### config.mk
export PLATFORM = sky130hd
export DESIGN_NAME = forward_ctrl_unit
export DESIGN_NICKNAME = d
export VERILOG_FILES = /design/src/rtl/forward_ctrl_unit.sv
export SDC_FILE = /design/constraint.sdc
export NUM_CORES = 1
export LEC_CHECK = 0
export ABC_AREA = 1
export CAP_MARGIN = 25
export CELL_PAD_IN_SITES_DETAIL_PLACEMENT = 0
export CELL_PAD_IN_SITES_GLOBAL_PLACEMENT = 1
export CORE_MARGIN = 10
export CORE_UTILIZATION = 27
export DETAILED_ROUTE_END_ITERATION = 8
export PLACE_DENSITY = 0.72
export REMOVE_ABC_BUFFERS = 1
export SLEW_MARGIN = 25
export SYNTH_ARGS = -nofsm -noshare
export SYNTH_HDL_FRONTEND = slang
export SYNTH_SLANG_ARGS = --single-unit
### constraint.sdc
create_clock -name clock_i -period 1.3 [get_ports clock_i]
set_input_delay 0.13 -clock clock_i [delete_from_list [all_inputs] [get_ports clock_i]]
set_output_delay 0.13 -clock clock_i [all_outputs]
set_load 0.01 [all_outputs]
### src/rtl/forward_ctrl_unit.sv
// Forwarding-select and load-use stall controller for a 5-stage pipeline.
// Optional stall statistics counter enabled by defining FWD_STALL_STATS_EN.
module forward_ctrl_unit #(
  parameter int NB_REG   = 5,
  parameter int NB_COUNT = 16
) (
  input  logic                clock_i,
  input  logic                reset_i,
  input  logic                enable_i,
  input  logic                valid_id_i,
  input  logic [NB_REG-1:0]   rs_id_i,
  input  logic [NB_REG-1:0]   rt_id_i,
  input  logic [NB_REG-1:0]   rd_id_i,
  input  logic                regwrite_id_i,
  input  logic                memread_id_i,
  input  logic                flush_i,
  output logic [1:0]          sel_a_o,
  output logic [1:0]          sel_b_o,
  output logic                stall_o,
  output logic [NB_COUNT-1:0] stall_count_o
);

  localparam logic [1:0] SEL_RF  = 2'b00;
  localparam logic [1:0] SEL_EXM = 2'b01;
  localparam logic [1:0] SEL_MWB = 2'b10;

  typedef struct packed {
    logic              valid;
    logic              regwrite;
    logic              memread;
    logic [NB_REG-1:0] rd;
  } entry_t;

  entry_t     ex_q, mem_q, wb_q;
  entry_t     ex_d;
  logic [1:0] sel_a_q, sel_b_q, sel_a_d, sel_b_d;
  logic       ex_fwd, mem_fwd, hazard, bubble;

  // Only real, register-writing, non-r0 entries may supply a value.
  assign ex_fwd  = ex_q.valid  && ex_q.regwrite  && (ex_q.rd  != '0);
  assign mem_fwd = mem_q.valid && mem_q.regwrite && (mem_q.rd != '0);

  assign hazard  = valid_id_i && ex_fwd && ex_q.memread &&
                   ((ex_q.rd == rs_id_i) || (ex_q.rd == rt_id_i));
  assign stall_o = hazard && !flush_i;
  assign bubble  = stall_o || flush_i || !valid_id_i;

  always_comb begin
    ex_d    = '0;
    sel_a_d = SEL_RF;
    sel_b_d = SEL_RF;
    if (!bubble) begin
      ex_d.valid    = 1'b1;
      ex_d.regwrite = regwrite_id_i;
      ex_d.memread  = memread_id_i;
      ex_d.rd       = rd_id_i;
      // EX match checked first so the newest producer wins.
      if (ex_fwd && (ex_q.rd == rs_id_i))        sel_a_d = SEL_EXM;
      else if (mem_fwd && (mem_q.rd == rs_id_i)) sel_a_d = SEL_MWB;
      if (ex_fwd && (ex_q.rd == rt_id_i))        sel_b_d = SEL_EXM;
      else if (mem_fwd && (mem_q.rd == rt_id_i)) sel_b_d = SEL_MWB;
    end
  end

  always_ff @(posedge clock_i) begin
    if (!reset_i) begin
      ex_q    <= '0;
      mem_q   <= '0;
      wb_q    <= '0;
      sel_a_q <= SEL_RF;
      sel_b_q <= SEL_RF;
    end else if (enable_i) begin
      wb_q    <= mem_q;
      mem_q   <= ex_q;
      ex_q    <= ex_d;
      sel_a_q <= sel_a_d;
      sel_b_q <= sel_b_d;
    end
  end

  assign sel_a_o = sel_a_q;
  assign sel_b_o = sel_b_q;

`ifdef FWD_STALL_STATS_EN
  logic [NB_COUNT-1:0] count_q, count_d;

  always_comb begin
    count_d = count_q;
    if (stall_o && (count_q != '1)) count_d = count_q + NB_COUNT'(1);
  end

  always_ff @(posedge clock_i) begin
    if (!reset_i)      count_q <= '0;
    else if (enable_i) count_q <= count_d;
  end

  assign stall_count_o = count_q;
`else
  assign stall_count_o = '0;
`endif

endmodule

=== Yosys cells after proc, flatten, opt, wreduce, memory -nomap -nowiden ===
Cells that the tools add are included.

* Flip-flop bits (word level): 19
* Output and inout bits: 21
* Bits of input ports: 22

* Reductions and logical operators: 19
* Multiplexer cells: 7
* Eq/ne operators: 4

{| class="wikitable"
|+ Operators by type and width
! kind !! number
|-
| $eq 5x5->1 || 4
|-
| $logic_and 1x1->1 || 12
|-
| $mux 2 || 6
|-
| $reduce_bool 5->1 || 2
|-
| $mux 8 || 1
|-
| $logic_or 1x1->1 || 3
|-
| $logic_not 1->1 || 2
|}

=== Depth between registers and ports, before layout ===
Gate-level depths: netlist of the first run.

* Word-level depth: 9
* Mapped depth: 10
* Mapped depth without buffers: 9

=== Worst setup path before layout of the first run ===
Ideal clock, no wire load.

* Path kind: flip-flop to output port
* Start: reg ex_q[2] (netlist name)
* End: out stall_o
* Data required time: 1.170 ns
* Data arrival time: 1.142 ns
* Path slack: 0.028 ns
* Cell stages (with the launch flop): 10
* Path buffers: 1
* Path through: dfxtp_1 > inv_1 > nand2_1 > nand2_1 > nor2_1 > nand3_1 > nand2_1 > nand2_2 > buf_6 > nor2_1

* Longest elaborated chain between the ends: 6
* Elaborated cells between the ends (all ways): 9
* Classes of those cells: eq/ne: 2; reduce/logical: 7

{| class="wikitable"
|+ Ends and longest elaborated chain
! element !! RTL line !! text
|-
| start: declaration || 34 || <nowiki>entry_t ex_q, mem_q, wb_q;</nowiki>
|-
| start signal: assignment || 67 || <nowiki>ex_q <= '0;</nowiki>
|-
| start signal: assignment || 75 || <nowiki>ex_q <= ex_d;</nowiki>
|-
| $reduce_bool 5->1 || 40 || <nowiki>assign ex_fwd = ex_q.valid && ex_q.regwrite && (ex_q.rd != '0);</nowiki>
|-
| $logic_and 1x1->1 || 40 ||
|-
| $logic_and 1x1->1 (2 in a row) || 43 || <nowiki>assign hazard = valid_id_i && ex_fwd && ex_q.memread &&</nowiki>
|-
| $logic_and 1x1->1 (*) || 43 ||
|-
| $logic_and 1x1->1 (*) || 45 || <nowiki>assign stall_o = hazard && !flush_i;</nowiki>
|-
| end: declaration || 19 || <nowiki>output logic stall_o,</nowiki>
|}

Every way passes the cells marked *; elsewhere a longest branch is shown, timed or not.

=== Final worst setup path of the first run ===
Same ends and word-level chain as after synthesis.

==> results.md, run 1 <==
- Status: finished with violations
- Failing checks: setup timing
- Hold Slack: 0.435 ns
- Crit path launch type: register
- Fraction of layout cells with a size suffix above 1: between 20 and 30%
- Fin crit period: 1.50 ns
- Avg Cell Area, Syn: 6.55 sq um
- Root Buffer: clkbuf_8
- Routed vias: 1213
- FP Rows: 23
- Post-synth ARST share: 0%
- Critical path's top delay family: simple AND/OR/NAND/NOR gates
- Worst setup EP type: output port
- CTS tree: yes
- Placed Cells: 280
- Antenna violations before repair: 0
- Synth top cells by count: nand2_1, nor2_1, dfxtp_1, a21oi_1
- Library cells used by synthesis: 17
- Iter 0 DRT Violations: 27
- Clock sinks: 19
- Yosys top cell by area: dfxtp_1
- Clock buffer depth: 2
- Initial Util: roughly 29%
- Ports: 43
- Post-Route Utilization: around 45%
- Top-count cell post-synth: nand2_1
- Multi-input gate area: 703 sq um
- Worst skew pair latency: 0.26 ns
- Die height: 86.1 microns
- Die width: 86.1 microns
- Crit-path slowest cell: dfxtp_4
- # diodes: 0
- Fin. max-slew vios: 0
- Pwr/cell area: around 740 nW/um^2
- Ranking of synthesized cells by area: dfxtp_1, nand2_1, buf_4
- Crit path arrival time: 1.37 ns
- Crit path required time: 1.17 ns
- DRC: 0
- HP Class: input port to register
- EDFF count, synth: 0
- Setup Skew: approximately 0.0053 ns
- Drt total wl: 3.34 mm
- Cells along the critical path: buf_4, nor2_1, nand4_1, nand3_2, nor2_2, nand2_2, nor2_1, buf_2
- Final Setup Violations: 13
- Num CTS Buffers: 3
- P&R area growth vs syn: 55.5%
- Fin nets: 264
- Most used cell, CP: nor2_1
- Post-Syn Instances: between 150 and 200
- Critical path class: register to output port
- CP max stage delay: about 0.38 ns
- DP HPWL: 2.65 mm
- Prevailing post-synth register cell: dfxtp_1
- CP bufs+invs: 2
- Fmax: 0.668 GHz
- Fill count: 430
- IO Port Bufs: 26
- Final Hold Viols: 0
- Maximum number of pins on one net before global-route repair: 13
- WL per Instance: ~11 microns
- Worst-path maximum fanout: 5
- LEAKAGE: 0.884 nW
- Number of max-cap violations: 0
- RePlAce Congestion: 0.799
- Vias in the first global route: roughly 1200
- Post-Syn Area: 1180 sq um
- Period Utilization, post-route: 115%
- Synthesized flop and latch total: 19
- Synthesis Warnings: 0
- DR vias/cell: 4.17
- Drt first pass iters: 4
- Setup WS post-layout: -0.197 ns
- Storage cell area: between 300 and 400 sq um
- Total power draw: between 1 and 1.5 mW
- GRT Overall Usage: 9.09%
- Worst-path clk slew: 0.08 ns
- IR drop worst, VDD: 0.460 mV
- ANT nets after route: 0
- Die ar.: around 7400 sq um
- First-pass GRT wire length: around 5.7 mm
- Post-Layout Cell Count: 291
- RSZ-0062 raised after global routing: yes
- CTS Hold Buffers Added: 0
- Core Area: 4120 sq um
- H-tree depth: 1
- Seq/Total Area, Yosys: 32.2%
- Grt total ovfl: 0
- Synth top area share: 32.2%
## layout make-up
cell class                      count  share of cell area, %
Sequential cell                    19                   21.1
Timing Repair Buffer               63                   31.0
Multi-Input combinational cell    139                   38.3
Tap cell                           50                   3.41
Clock inverter                      1                  0.409
Inverter                           16                   3.41
Clock buffer                        3                   2.25
## worst register-to-register path: stages, from the launching register on
cell	delay (ns)
dfxtp_4	0.37
buf_4	0.13
nor2_1	0.10
nand4_1	0.12
nand3_2	0.12
buf_4	0.11
buf_6	0.10
nor2_4	0.04
nor2_1	0.10
nand3_1	0.08
a21oi_1	0.12
## routing by layer
metal,vias to the layer above,global-route usage (%),routed length [microns]
met2,32,15.2,1590
met1,520,10.3,1450
met4,0,2.10,27
li1,657,-,-
met3,4,4.07,284
met5,-,0,0
## sequential cells by signal (all words and copies together), names as in the netlist
register  flops
ex_q          8
mem_q         7
sel_a_o       2
sel_b_o       2
## timing repair
| item | in CTS | in global routing |
|---|---|---|
| pin swaps | 16 | 7 |
| setup endpoints to repair | 13 | 17 |
| gates cloned | 0 | 0 |
| gates resized for setup | 36 | 8 |
| buffers inserted | 6 | 1 |
## power by group
group	internal [mW]	switching, mW
Combinational	0.164	0.141
Clock	0.216	0.214
Sequential	0.599	0.0184
Total	0.978	0.373
## placed cells by master (no fill, tap or decap), drive strengths merged
master	instances
nand2	49
buf	38
nor2	22
dfxtp	19
a21oi	17
clkdlybuf4s50	17
conb	16
inv	16
nand3	15
xnor2	10
o21ai	7
dlymetal6s2s	5
clkbuf	3
dlygate4sd2	3
xor2	2
nand4	1
clkinvlp	1
## stage by stage
step                      TNS [ns]  setup slack [ns]  cell area [sq um]
after floorplan                  0            0.0729               1090
after global placement       -5.06            -0.698               1650
after detailed placement     -4.87            -0.675               1650
after CTS                    -1.24            -0.223               1810
after global routing         -2.53            -0.301               1830
final                        -1.33            -0.197               1830
## cells by family after synthesis
family / after synthesis / synth area share, %
flip-flops: 19 / 32.2
XOR/XNOR: 12 / 8.91
AO/OA/AOI/OAI: 24 / 10.2
buffers and inverters: 37 / 17.8
other: 1 / 0.318
AND/OR/NAND/NOR: 87 / 30.5
## path summary, 6_finish.rpt
check,slack [ns],cells past startpoint,endpoint,startpoint
worst max-delay path,-0.20,8,stall_o,ex_q[2]
worst min-delay path,0.43,3,ex_q[3],rd_id_i[3]
worst max register to register,-0.15,10,sel_a_o[1],ex_q[2]
worst min register to register,0.46,2,sel_b_o[1],sel_b_o[1]
(Power assumes the default switching activity.)
==> run 2: changes to the inputs <==
- CELL_PAD_IN_SITES_DETAIL_PLACEMENT: 0 -> not set
- CELL_PAD_IN_SITES_GLOBAL_PLACEMENT: 1 -> not set
- CORE_MARGIN: 10 -> 4
- CORE_UTILIZATION: 27 -> 40
==> results.md, run 2 (same netlist as run 1, synthesis figures left out) <==
- Setup WS post-layout: -0.283 ns
- Crit path arrival time: 1.45 ns
- GR peak layer: met2
- Fin. max-slew vios: 0
- Most frequent cells in the layout: nand2_1, buf_4, clkdlybuf4s50_1, a21oi_1, conb_1
- Largest reg by FF count: ex_q
- Grt total ovfl: 0
- Clock sinks: 19
- Commonest non-fill, non-tap cell in the layout: nand2_1
- ANT nets after route: 0
- DRC: 0
- Die width: between 60 and 70 microns
- Crit path required time: roughly 1.2 ns
- HP Class: input port to register
- Num CTS Buffers: 3
- Antenna violations before repair: 0
- Critical path class: register to output port
- Status: finished with violations
- P&R area growth vs syn: 46.0%
- Flop2flop setup slack: -0.11 ns
- Worst reg2reg startpoint: ex_q[2]
- IO Port Bufs: 26
- CTS Hold Buffers Added: 0
- Root Buffer: clkbuf_4
- DR vias/cell: 4.50
- Worst setup EP type: output port
- Worst-path clk slew: 0.11 ns
- Die ar.: 3880 sq um
- LEAKAGE: around 0.78 nW
- Core Area: 2780 sq um
- Worst skew pair latency: 0.30 ns
- Biggest regs: ex_q x8, mem_q x7
- Fmax: around 0.63 GHz
- Fraction of layout cells with a size suffix above 1: a little over a quarter
- Die height: 62.3 microns
- H-tree depth: 1
- Initial Util: about 42%
- Clock buffer depth: 2
- # diodes: 0
- GRT Overall Usage: approximately 14%
- IR drop worst, VDD: 0.576 mV
- First-pass GRT wire length: around 4.7 mm
- WHS Endpoint: ex_q[2]
- Pre-CTS WS: -0.625 ns
- Vias in the first global route: 1105
- Met2 Use GR: 24.1%
- CTS tree: yes
- Fin crit period: roughly 1.6 ns
- Critical R2R Capture: sel_b_o[1]
- Drt first pass iters: 4
- Iter 0 DRT Violations: 35
- Hold Crit Start: rd_id_i[2]
- Final Setup Violations: 13
- Ports: 43
- Worst hold stages: 3
- RSZ-0062 raised after global routing: yes
- Period Utilization, post-route: 122%
- Failing checks: setup timing
- WL per Instance: 10.4 microns
- RePlAce Congestion: a little over 0.8
- Crit path launch type: register
- Largest register FFs: 8
- Pwr/cell area: around 700 nW/um^2
- Hold Slack: 0.377 ns
- Worst reg2reg path depth: 11
- Routed vias: 1193
- Grt met3 use: roughly 3.6%
- Setup Skew: 0.000893 ns
- Maximum number of pins on one net before global-route repair: 13
- DP HPWL: 2.14 mm
- Fin nets: 257
- Met1 Track Usage GR: 18.4%
- FP Rows: 19
- Final Hold Viols: 0
- Number of max-cap violations: 0
- Drt total wl: ~2.8 mm
- Worst-path maximum fanout: 4
-- run 2: worst max-delay path by stage --
stage	start	end
final	ex_q[2]	stall_o
after global routing	ex_q[2]	stall_o
after CTS	ex_q[3]	stall_o
after global placement	rt_id_i[3]	stall_o
after detailed placement	rt_id_i[3]	stall_o
after floorplan	ex_q[2]	stall_o
-- run 2: through the flow --
step                total power [mW]  setup TNS, ns  cell area, sq um  util, %  cells
CTS                             1.23          -1.38              1650     59.5    263
finish                          1.22          -1.07              1720     61.9    265
floorplan                      0.751              0              1090        -    174
global route                    1.28          -2.63              1720     61.9    265
global placement               0.901          -4.41              1590     57.0    256
detailed placement             0.904          -4.52              1590     57.0    256
-- run 2: layout make-up --
cell class / count / area, sq um
fillers: 273 / 1060
multi-input cells: 139 / 704
repair buffers: 56 / 495
flip-flops and latches: 19 / 394
inverters: 16 / 62.6
well taps: 31 / 38.8
clock buffers: 3 / 22.5
clock inverters: 1 / 5.00
-- run 2: critical path, cell delays in order (launching register included) --
cell,delay (ns)
dfxtp_4,0.40
buf_6,0.11
nor2_4,0.03
nand4_1,0.08
nand3_1,0.10
nor2_1,0.14
nand2_2,0.07
nor2_2,0.09
buf_2,0.13
-- run 2: timing repair --
| item | 4_1_cts | 5_1_grt |
|---|---|---|
| setup buffers | 7 | 2 |
| resized for setup | 23 | 17 |
| pin swaps | 8 | 13 |
| setup endpoints to repair | 17 | 13 |
-- run 2: report_power, final --
group / switching [mW] / internal, mW / total, mW
Clock: 0.197 / 0.115 / 0.312
Combinational: 0.134 / 0.157 / 0.292
Sequential: 0.0188 / 0.596 / 0.614
Total: 0.350 / 0.868 / 1.22
-- run 2: per-layer routing --
metal / part of all wire (%) / wire length, microns / vias to the layer above
met5: 0 / 0 / -
met4: 0.72 / 20 / 0
met3: 5.9 / 162 / 2
met2: 46 / 1280 / 30
met1: 47 / 1300 / 520
li1: - / - / 641
